**src/rtl/tmds_pkg.sv**
```systemverilog
// Shared TMDS definitions used by the encoder and the matching decoder.
//   CNT_W_DEFAULT - default width of the signed running-disparity counter
//   CTRL_TOKEN0-3 - 10-bit control-period symbols, indexed by {c1,c0}
//   popcount8     - number of ones in a byte
package tmds_pkg;

    localparam int CNT_W_DEFAULT = 8;

    localparam logic [9:0] CTRL_TOKEN0 = 10'b1101010100;
    localparam logic [9:0] CTRL_TOKEN1 = 10'b0010101011;
    localparam logic [9:0] CTRL_TOKEN2 = 10'b0101010100;
    localparam logic [9:0] CTRL_TOKEN3 = 10'b1010101011;

    function automatic logic [3:0] popcount8(input logic [7:0] v);
        logic [3:0] n;
        n = '0;
        for (int i = 0; i < 8; i++) begin
            n = n + {3'b000, v[i]};
        end
        return n;
    endfunction

endpackage

```
**src/rtl/tmds_qm.sv**
```systemverilog
// TMDS stage-1 transition minimiser (purely combinational).
//   d   in  8  pixel byte
//   q_m out 9  transition-minimised word; q_m[8]=1 marks XOR mode, 0 marks XNOR mode
module tmds_qm
    import tmds_pkg::*;
(
    input  logic [7:0] d,
    output logic [8:0] q_m
);

    logic [3:0] n1d;
    logic       use_xnor;
    logic [7:0] chain;

    assign n1d      = popcount8(d);
    // XNOR chaining is chosen for bytes with many ones, tie broken by d[0],
    // so the encoded word carries fewer transitions.
    assign use_xnor = (n1d > 4'd4) || ((n1d == 4'd4) && !d[0]);

    // NOTE: every variable written in a combinational block is given a value
    // on every path (here: before the loop) so no latch is inferred.
    always_comb begin
        chain    = '0;
        chain[0] = d[0];
        for (int i = 1; i < 8; i++) begin
            chain[i] = use_xnor ? ~(chain[i-1] ^ d[i]) : (chain[i-1] ^ d[i]);
        end
    end

    assign q_m = {~use_xnor, chain};

endmodule

```
**src/rtl/tmds_encode.sv**
```systemverilog
// TMDS 8b/10b encoder for one DVI channel, two-stage pipeline.
//   clk   in  1      pixel clock, rising edge
//   rst   in  1      synchronous active-high reset (overrides en)
//   en    in  1      pipeline advance; 0 holds every register
//   d     in  8      pixel data (used when de=1)
//   c0    in  1      control bit 0 (used when de=0)
//   c1    in  1      control bit 1 (used when de=0)
//   de    in  1      1 = video data, 0 = control period
//   q_out out 10     encoded symbol, q_out[0] sent first
//   cnt   out CNT_W  signed running disparity since the last control token
module tmds_encode
    import tmds_pkg::*;
#(
    parameter int CNT_W = CNT_W_DEFAULT
) (
    input  logic                    clk,
    input  logic                    rst,
    input  logic                    en,
    input  logic [7:0]              d,
    input  logic                    c0,
    input  logic                    c1,
    input  logic                    de,
    output logic [9:0]              q_out,
    output logic signed [CNT_W-1:0] cnt
);

    localparam logic signed [CNT_W-1:0] EIGHT = CNT_W'(8);
    localparam logic signed [CNT_W-1:0] TWO   = CNT_W'(2);

    // Stage-1 pipeline registers
    logic       de_s1;
    logic [1:0] c_s1;
    logic [8:0] qm_s1;
    logic [8:0] qm_comb;

    tmds_qm u_qm (
        .d   (d),
        .q_m (qm_comb)
    );

    // Stage-2 decision
    logic [3:0]              n1q;
    logic signed [CNT_W-1:0] ones_s;
    logic signed [CNT_W-1:0] diff;      // n1q - n0q of q_m[7:0]
    logic                    cnt_pos;
    logic                    cnt_neg;
    logic [9:0]              q_next;
    logic signed [CNT_W-1:0] cnt_next;

    assign n1q     = popcount8(qm_s1[7:0]);
    assign ones_s  = $signed({{(CNT_W-4){1'b0}}, n1q});
    assign diff    = (ones_s <<< 1) - EIGHT;
    assign cnt_neg = cnt[CNT_W-1];
    assign cnt_pos = !cnt[CNT_W-1] && (cnt != '0);

    always_comb begin
        q_next   = CTRL_TOKEN0;
        cnt_next = '0;
        if (!de_s1) begin
            // A control token resets the running disparity.
            unique case (c_s1)
                2'b00: q_next = CTRL_TOKEN0;
                2'b01: q_next = CTRL_TOKEN1;
                2'b10: q_next = CTRL_TOKEN2;
                2'b11: q_next = CTRL_TOKEN3;
            endcase
            cnt_next = '0;
        end else if ((cnt == '0) || (diff == '0)) begin
            // No bias to correct: invert only in XNOR mode, so bit 9 always
            // differs from bit 8.
            q_next   = {~qm_s1[8], qm_s1[8], qm_s1[8] ? qm_s1[7:0] : ~qm_s1[7:0]};
            cnt_next = qm_s1[8] ? (cnt + diff) : (cnt - diff);
        end else if ((cnt_pos && diff > 0) || (cnt_neg && diff < 0)) begin
            // Word would push disparity further the same way: send inverted.
            q_next   = {1'b1, qm_s1[8], ~qm_s1[7:0]};
            cnt_next = cnt + (qm_s1[8] ? TWO : '0) - diff;
        end else begin
            q_next   = {1'b0, qm_s1[8], qm_s1[7:0]};
            cnt_next = cnt + diff - (qm_s1[8] ? '0 : TWO);
        end
    end

    // NOTE: sequential state is updated with non-blocking assignments so every
    // register samples the pre-edge values of the others.
    always_ff @(posedge clk) begin
        if (rst) begin
            de_s1 <= 1'b0;
            c_s1  <= 2'b00;
            qm_s1 <= '0;
            q_out <= CTRL_TOKEN0;
            cnt   <= '0;
        end else if (en) begin
            de_s1 <= de;
            c_s1  <= {c1, c0};
            qm_s1 <= qm_comb;
            q_out <= q_next;
            cnt   <= cnt_next;
        end
    end

endmodule

```
**config.mk**
```make
export PLATFORM = sky130hd
export DESIGN_NAME = tmds_encode
export DESIGN_NICKNAME = d
export VERILOG_FILES = /design/src/rtl/tmds_pkg.sv /design/src/rtl/tmds_qm.sv /design/src/rtl/tmds_encode.sv
export SDC_FILE = /design/constraint.sdc
export NUM_CORES = 1
export LEC_CHECK = 0
export ABC_AREA = 1
export CAP_MARGIN = 20
export CORE_UTILIZATION = 50
export CTS_CLUSTER_SIZE = 28
export DETAILED_ROUTE_END_ITERATION = 10
export PLACE_DENSITY_LB_ADDON = 0.25
export SLEW_MARGIN = 20
export SYNTH_ARGS = -nofsm -noshare
export SYNTH_HDL_FRONTEND = slang
export SYNTH_SLANG_ARGS = --single-unit
```
**constraint.sdc**
```tcl
create_clock -name clk -period 6.52 [get_ports clk]
set_clock_uncertainty 0.2 [all_clocks]
set_input_delay 1.956 -clock clk [delete_from_list [all_inputs] [get_ports clk]]
set_output_delay 1.956 -clock clk [all_outputs]
set_load 0.03 [all_outputs]
```
==> results.cfg, run 1 <==
[status]
status = finished, final reports clean

[setup_path]
start_kind = input port
critPathKind = in -> reg
cp_slowest_cell = fa_1
slowest_delay_ps = 490
cp.arrival_ps = 5500
cp_max_fo = 6
required_ps = 6500
critPathCaptureType = register
path_cells = clkdlybuf4s50_1 > ha_1 > inv_1 > fa_1 > fa_1 > inv_1 > fa_1 > fa_1 > nand3b_1 > nand2_1 > nand2_1 > inv_1 > nand3_1 > nand3b_1 > nand3_1 > nand2_1 > inv_1

[routing]
wirelength_um = 7120
dr.first_iter.drc_count = 149
avgRoutedWirePerCell_um = 12.1
first_pass_iters = 4
drc = 0
via_count = 2961
ant_nets = 0
routed_via_density = 5.04

[pwr]
ir_drop_v = 0.000219
power.density_nw_per_um2 = 417
p_leak_nw = 1.96

[cells_and_area]
fin_util_pct = 58.3
stdcell_count = 588
fin_nets = 579
antenna_cells = 0
area.sequential_sq_um = 581
fill_cells = 632
syn2layout_area_growth_pct = 12.9
layout-drive-gt1-share_pct = 6.07
multi_input_area_sq_um = 2230

[clocking]
clkTransAtPathRegs_ps = 60
cts_max_level = 2
cts_setup_buffers = 0
postCtsHoldBufs = 0
ctsRootBufferMaster = clkbuf_8
ctsResizeCount = 0
clkLatencyLatePin_ps = 290
numCtsBuffers = 5
cts_tree = yes
clock-sinks = 29
cts_buffer_depth = 2

[timing]
finalHoldViolCount = 0
clock.fmax_ghz = 0.181
fin_crit_sh_pct = 84.7
slew_headroom_pct = 50.6
timing.final.crit_period_ps = 5520
worst_pin_slew_ps = 736
rsz0062_at_grt = false
whs_ps = 272
tns_ps = 0
finalSetupViolCount = 0
drv_slew = 0

[hold_path]
hold_path_class = reg -> reg

[grt]
antenna_found_initial = 0
grtUsageTotal_pct = 22.8
grt_max_degree = 27
grt_pass1_vias = 2697
overflow = 0
grt_pass1_wl_um = 12000

[die]
ios = 32
start_util_pct = 51.7
dieWidth_um = 82.8
core_area_sq_um = 6310
die_area_sq_um = 6850
rows = 29
die_h_um = 82.8

[place]
place_inst = 581
hpwl_um = 5740
globalplace.congestion = 0.883
io_buffers = 30

[synth]
yosys-top-cells-count = nand2_1, inv_1, nand3_1, ha_1, a21oi_1
yosys_warnings = 0
ys_seq_elements = 29
synth_compound_area_share_pct = 11.3
synthSimpleGateAreaFrac_pct = 29.8
synth_area_per_cell_sq_um = 6.74
ys_seq_area_share_pct = 17.8
async_flop_share_pct = 0
synth_cells = 484
synthFlopType = dfxtp_1
ys_types = 33
synth_mux_area_share_pct = 0
synth-adder-area-share_pct = 23.7
synthXorXnorAreaFrac_pct = 3.49
synth_top_area_share_pct = 17.8
synth-edff-count = 0
netlist_area_sq_um = 3260
synth_top_family_by_area = simple AND/OR/NAND/NOR gates
yosysMostFrequentCell = nand2_1
postSynthNetCount = 552
synth.area.top_cells = dfxtp_1, ha_1, nand2_1
synth_top_area_cell = dfxtp_1

[flow_run]
cap_viol_max_count = 0
-- layer usage --
| layer | part of all wire [%] | up-vias | global-route usage, % |
|---|---|---|---|
| met2 | 44 | 69 | 35.6 |
| li1 | - | 1561 | - |
| met5 | 0 | - | 0 |
| met4 | 0.53 | 0 | 4.66 |
| met1 | 51 | 1326 | 33.5 |
| met3 | 4.4 | 5 | 2.95 |
-- registers in the layout, summed over array words and instances, names as in the netlist --
| name | flops |
|---|---|
| c_s1 | 2 |
| cnt | 7 |
| de_s1 | 1 |
| q_out | 10 |
| qm_s1 | 9 |
-- layout by cell type, fill, tap and decap left out, drive strengths merged, types with 13 or more instances in the layout --
cell             n
a21oi           38
clkdlybuf4s50   30
dfxtp           29
fa              13
ha              41
inv            101
nand2          131
nand3           43
nor2            18
o21ai           24
-- per-stage QoR --
step	total power [W]	setup slack (ps)	instance area, sq um
floorplan	0.00116	1380	3260
global placement	0.00135	785	3600
detailed placement	0.00138	687	3600
CTS	0.00154	978	3680
global route	0.00172	743	3680
finish	0.00153	1000	3680
-- layout make-up --
class / instances / share of cell area [%]
flip-flops and latches: 29 / 15.8
clock buffers: 7 / 2.34
repair buffers: 30 / 8.15
inverters: 102 / 10.5
multi-input cells: 343 / 60.7
well taps: 77 / 2.62
-- worst paths after layout --
path	from	end	slack (ps)	cells after the start
worst min register to register	q_out[2]	q_out[2]	270	2
worst min-delay path	q_out[2]	q_out[2]	270	2
worst max-delay path	d[0]	qm_s1[7]	1000	17
worst max register to register	qm_s1[0]	cnt[7]	1280	26
-- power by group --
part	switching (W)	internal (W)
clock network	0.0000703	0.0000836
logic	0.000722	0.000436
registers	0.0000248	0.000198
-- logic make-up after synthesis --
family | Yosys count
AND/OR/NAND/NOR | 207
buffers and inverters | 112
AO/OA/AOI/OAI | 68
adder cells (fa/ha/maj) | 54
flip-flops | 29
XOR/XNOR | 13
other | 1
-- worst max-delay path, delay by kind of cell --
family | cells | cell delay (ps)
fa+ha+maj | 5 | 2110
buf+inv | 5 | 720
simple gates | 7 | 720
No activity file was read; power rests on OpenSTA's default activity.
==> run 2, diff against run 1 <==
- clock period: 6.52 -> 4.79 ns (I/O delays scaled with it)
==> results.cfg, run 2 (synthesis results as in run 1) <==
[timing]
whs_ps = 280
finalSetupViolCount = 0
clock.fmax_ghz = 0.210
finalHoldViolCount = 0
worst_pin_slew_ps = 671
rsz0062_at_grt = true
drv_slew = 0
slew_headroom_pct = 55.1
timing.final.crit_period_ps = 4760
timing.final.ws_setup_ps = 28.8
fin_crit_sh_pct = 99.4

[pwr]
ir_drop_v = 0.000358
p_leak_nw = 2.11
power.density_nw_per_um2 = 588
finalPower_w = 0.00247

[clocking]
ctsRootBufferMaster = clkbuf_8
cts_tree = yes
clock-sinks = 29
postCtsHoldBufs = 0
clkTransAtPathRegs_ps = 70
cts_max_level = 2
numCtsBuffers = 5
clkLatencyLatePin_ps = 280
cts_buffer_depth = 2

[routing]
first_pass_iters = 4
avgRoutedWirePerCell_um = 12.6
via_count = 3175
routed_via_density = 5.13
drc = 0
wirelength_um = 7790
ant_nets = 0
dr.first_iter.drc_count = 157

[grt]
overflow = 0
grt_pass1_wl_um = 12900
antenna_found_initial = 0
grt_pass1_vias = 3008
grtUsageTotal_pct = 24.3
grt_max_degree = 21

[cells_and_area]
final_cell_mix = nand2_1, inv_1, nand3_1
reg_top3 = q_out: 10 flops, qm_s1: 9 flops, cnt: 7 flops
layout-drive-gt1-share_pct = 22.0
fin_util_pct = 66.5
mostFrequentLayoutCell = nand2_1
syn2layout_area_growth_pct = 28.7
antenna_cells = 0
largest_reg_flops = 10
fin_nets = 610
largest_register = q_out

[die]
ios = 32
rows = 29
die_h_um = 82.8
dieWidth_um = 82.8
die_area_sq_um = 6850
core_area_sq_um = 6310
start_util_pct = 51.7

[setup_path]
cp_num_buf_inv = 6
r2r-start = qm_s1[0]
cp.arrival_ps = 4770
r2r_end = cnt[7]
reg2reg_slack_ps = 30
critPathTopFamily = adder cells
reg2reg_depth = 25
start_kind = register
critPathCaptureType = register
critPathKind = reg -> reg
required_ps = 4800
slowest_delay_ps = 550
critPathLaunch = qm_s1[0]
cp_max_fo = 4
cp_slowest_cell = fa_1

[flow_run]
cap_viol_max_count = 0

[status]
status = finished, final reports clean

[place]
globalplace.congestion = 0.819
place_ws_ps = -481
io_buffers = 30
hpwl_um = 5970

[hold_path]
hold_path_class = reg -> reg
hold_start = q_out[6]
holdPathEnd = q_out[6]
hold_depth = 2
==> run 2: changes by cell type in the layout (fill, tap and decap cells not counted), moves of 9 or more <==
cell / delta
buf_4: +29
ha_1: -14
ha_4: +13
inv_1: -12
inv_2: +10
nand2_1: -10
nand2_2: +9
==> run 2: where the power goes <==
group / leakage (nW) / switching [W] / internal (W) / total, W
Combinational: 1.82 / 0.00112 / 0.000838 / 0.00196
Sequential: 0.240 / 0.0000334 / 0.000271 / 0.000304
Clock: 0.0443 / 0.0000901 / 0.000114 / 0.000204
Total: 2.11 / 0.00125 / 0.00122 / 0.00247
==> run 2: through the flow <==
step	cell area [sq um]	setup TNS [ps]	std cells
after floorplan	3270	0	484
after global placement	3810	-1650	609
after detailed placement	3810	-2630	609
after CTS	4070	-37.8	619
after global routing	4200	-468	619
final	4200	0	619
==> run 2: cell type report <==
type | instances | area [sq um]
clock buffers | 7 | 86.3
repair buffers | 61 | 538
inverters | 102 | 390
flip-flops and latches | 29 | 583
fillers | 565 | 2110
well taps | 77 | 96.3
multi-input cells | 343 | 2500
==> run 2: worst register-to-register path: stages, from the launching register on <==
cell	delay (ps)
dfxtp_2	330
fa_1	550
inv_2	40
fa_1	450
fa_1	500
inv_1	50
ha_2	170
fa_2	340
or2_4	270
nand2_4	90
inv_4	50
ha_4	280
inv_4	40
buf_6	100
xor2_1	150
ha_1	350
nand2_1	110
nand2_2	70
nand2_2	60
nand2_1	50
nand3b_1	150
nand3_1	70
nand2_1	50
inv_1	60
nand2_2	50
a21oi_2	90
==> run 2: how the worst max path moves through the flow <==
stage / endpoint / cells after the start
3_3_place_gp: qm_s1[7] / 17
6_report: cnt[7] / 25
5_1_grt: cnt[5] / 22
4_1_cts: cnt[7] / 25
2_1_floorplan: cnt[7] / 23
3_5_place_dp: qm_s1[7] / 17
==> run 2: timing repair <==
| item | CTS | global route |
|---|---|---|
| resized for setup | 36 | 31 |
| setup buffers | 3 | 1 |
| endpoints found under the setup margin | 8 | 9 |
| pin swaps | 21 | 31 |
| gates cloned | 0 | 0 |
==> run 2: routing by layer <==
metal  GRT usage, %  share of wire [%]
met5              0                  0
met2           41.6                 48
met4           4.14               0.36
met1           32.7                 47
met3           3.61                4.5
==> run 3, diff against run 2 <==
- CELL_PAD_IN_SITES_DETAIL_PLACEMENT: unset -> 1
- CELL_PAD_IN_SITES_GLOBAL_PLACEMENT: unset -> 1
- CORE_UTILIZATION: 50 -> 38
- CTS_CLUSTER_DIAMETER: unset -> 30
==> results.cfg, run 3 (synthesis results as in run 1) <==
[status]
status = complete, but fails checks
violations = negative setup slack

[cells_and_area]
stdcell_count = 657
antenna_cells = 0
syn2layout_area_growth_pct = 34.3
mostFrequentLayoutCell = nand2_1
layout-drive-gt1-share_pct = 25.4
multi_input_area_sq_um = 2590
fill_cells = 1055
largest_reg_flops = 10
reg_top3 = q_out: 10 flops, qm_s1: 9 flops, cnt: 7 flops
final_cell_mix = nand2_1, inv_1, buf_4
fin_nets = 619
area.sequential_sq_um = 583
largest_register = q_out

[place]
place_inst = 643
hpwl_um = 7750
io_buffers = 30
globalplace.congestion = 0.861

[routing]
first_pass_iters = 4
avgRoutedWirePerCell_um = 15.3
wirelength_um = 10100
drc = 0
routed_via_density = 5.08
via_count = 3338
dr.first_iter.drc_count = 97
ant_nets = 0

[clocking]
cts_max_level = 2
cts_tree = yes
clkLatencyLatePin_ps = 290
ctsRootBufferMaster = clkbuf_8
clock-sinks = 29
clkTransAtPathRegs_ps = 70
numCtsBuffers = 5
cts_buffer_depth = 2
postCtsHoldBufs = 0

[pwr]
finalPower_w = 0.00274
power.density_nw_per_um2 = 625
p_leak_nw = 2.17
ir_drop_v = 0.000298

[timing]
drv_slew = 0
slew_headroom_pct = 52.8
fin_crit_sh_pct = 102
rsz0062_at_grt = true
timing.final.crit_period_ps = 4870
finalHoldViolCount = 0
timing.final.ws_setup_ps = -81.9
clock.fmax_ghz = 0.205
finalSetupViolCount = 4
worst_pin_slew_ps = 706

[grt]
overflow = 0
grtUsageTotal_pct = 22.9
antenna_found_initial = 0
grt_pass1_vias = 3440
grt_pass1_wl_um = 16000
grt_max_degree = 21

[hold_path]
hold_start = q_out[4]
holdPathEnd = q_out[4]
hold_depth = 2
hold_path_class = reg -> reg

[setup_path]
reg2reg_slack_ps = -80
required_ps = 4800
cp_max_fo = 4
critPathCaptureType = register
r2r-start = qm_s1[0]
r2r_end = cnt[4]
reg2reg_depth = 21
cp.arrival_ps = 4880
critPathKind = reg -> reg
start_kind = register

[flow_run]
cap_viol_max_count = 0

[die]
ios = 32
die_area_sq_um = 8960
die_h_um = 94.7
dieWidth_um = 94.7
start_util_pct = 39.5
core_area_sq_um = 8260
rows = 33
## run 3: per-layer routing
metal,wire length (um),GRT usage (%),vias to the layer above
met2,5040,41.3,47
met3,258,2.50,18
met1,4570,28.0,1620
met4,197,7.58,0
li1,-,-,1653
met5,0,0,-
## run 3: layout make-up
| class | instances | area share (%) |
|---|---|---|
| timing repair buffer | 70 | 13.8 |
| clock inverter | 3 | 0.400 |
| multi-input combinational | 343 | 59.0 |
| clock buffer | 5 | 1.57 |
| tap | 105 | 3.00 |
| sequential | 29 | 13.3 |
| inverter | 102 | 8.91 |
## run 3: how the worst max path moves through the flow
stage	endpoint	depth (start not counted)	start	slack, ps
2_1_floorplan	cnt[7]	23	qm_s1[0]	30
3_3_place_gp	qm_s1[7]	17	d[0]	-340
3_5_place_dp	qm_s1[7]	17	d[0]	-480
4_1_cts	cnt[7]	25	qm_s1[3]	-130
5_1_grt	cnt[4]	23	qm_s1[0]	-260
6_report	cnt[4]	21	qm_s1[0]	-80
## run 3: where the power goes
part           internal (W)  total [W]  switching, W
Sequential         0.000270   0.000310     0.0000394
Clock              0.000100   0.000202      0.000102
Combinational      0.000953    0.00223       0.00127
Total               0.00132    0.00274       0.00141
## run 3: critical path: stages, from the launching register on
cell     delay (ps)
dfxtp_2         340
fa_1            550
inv_2            40
fa_1            450
fa_1            510
inv_2            50
ha_4            150
fa_2            360
or2_4           270
nand2_4         110
inv_4            50
ha_4            280
inv_4            50
buf_4           130
xor2_2          180
ha_4            240
buf_4           120
buf_4           120
xor2_1          160
a21oi_1         190
nand2_1          80
a21oi_1         130
## run 3: what timing repair did
action	4_1_cts	5_1_grt
pin swaps	18	39
buffers inserted	2	4
setup endpoints to repair	9	18
resized for setup	40	45
## run 3: metrics by stage
step           TNS (ps)  hold slack (ps)  area, sq um  worst slack [ps]  util, %
2_1_floorplan         0              249         3270              25.1        -
3_3_place_gp      -1840              265         3890              -338     47.1
3_5_place_dp      -3070              276         3890              -484     47.1
4_1_cts            -358              293         4170              -133     50.5
5_1_grt           -1020              316         4380              -261     53.0
6_report           -252              284         4380             -81.9     53.0
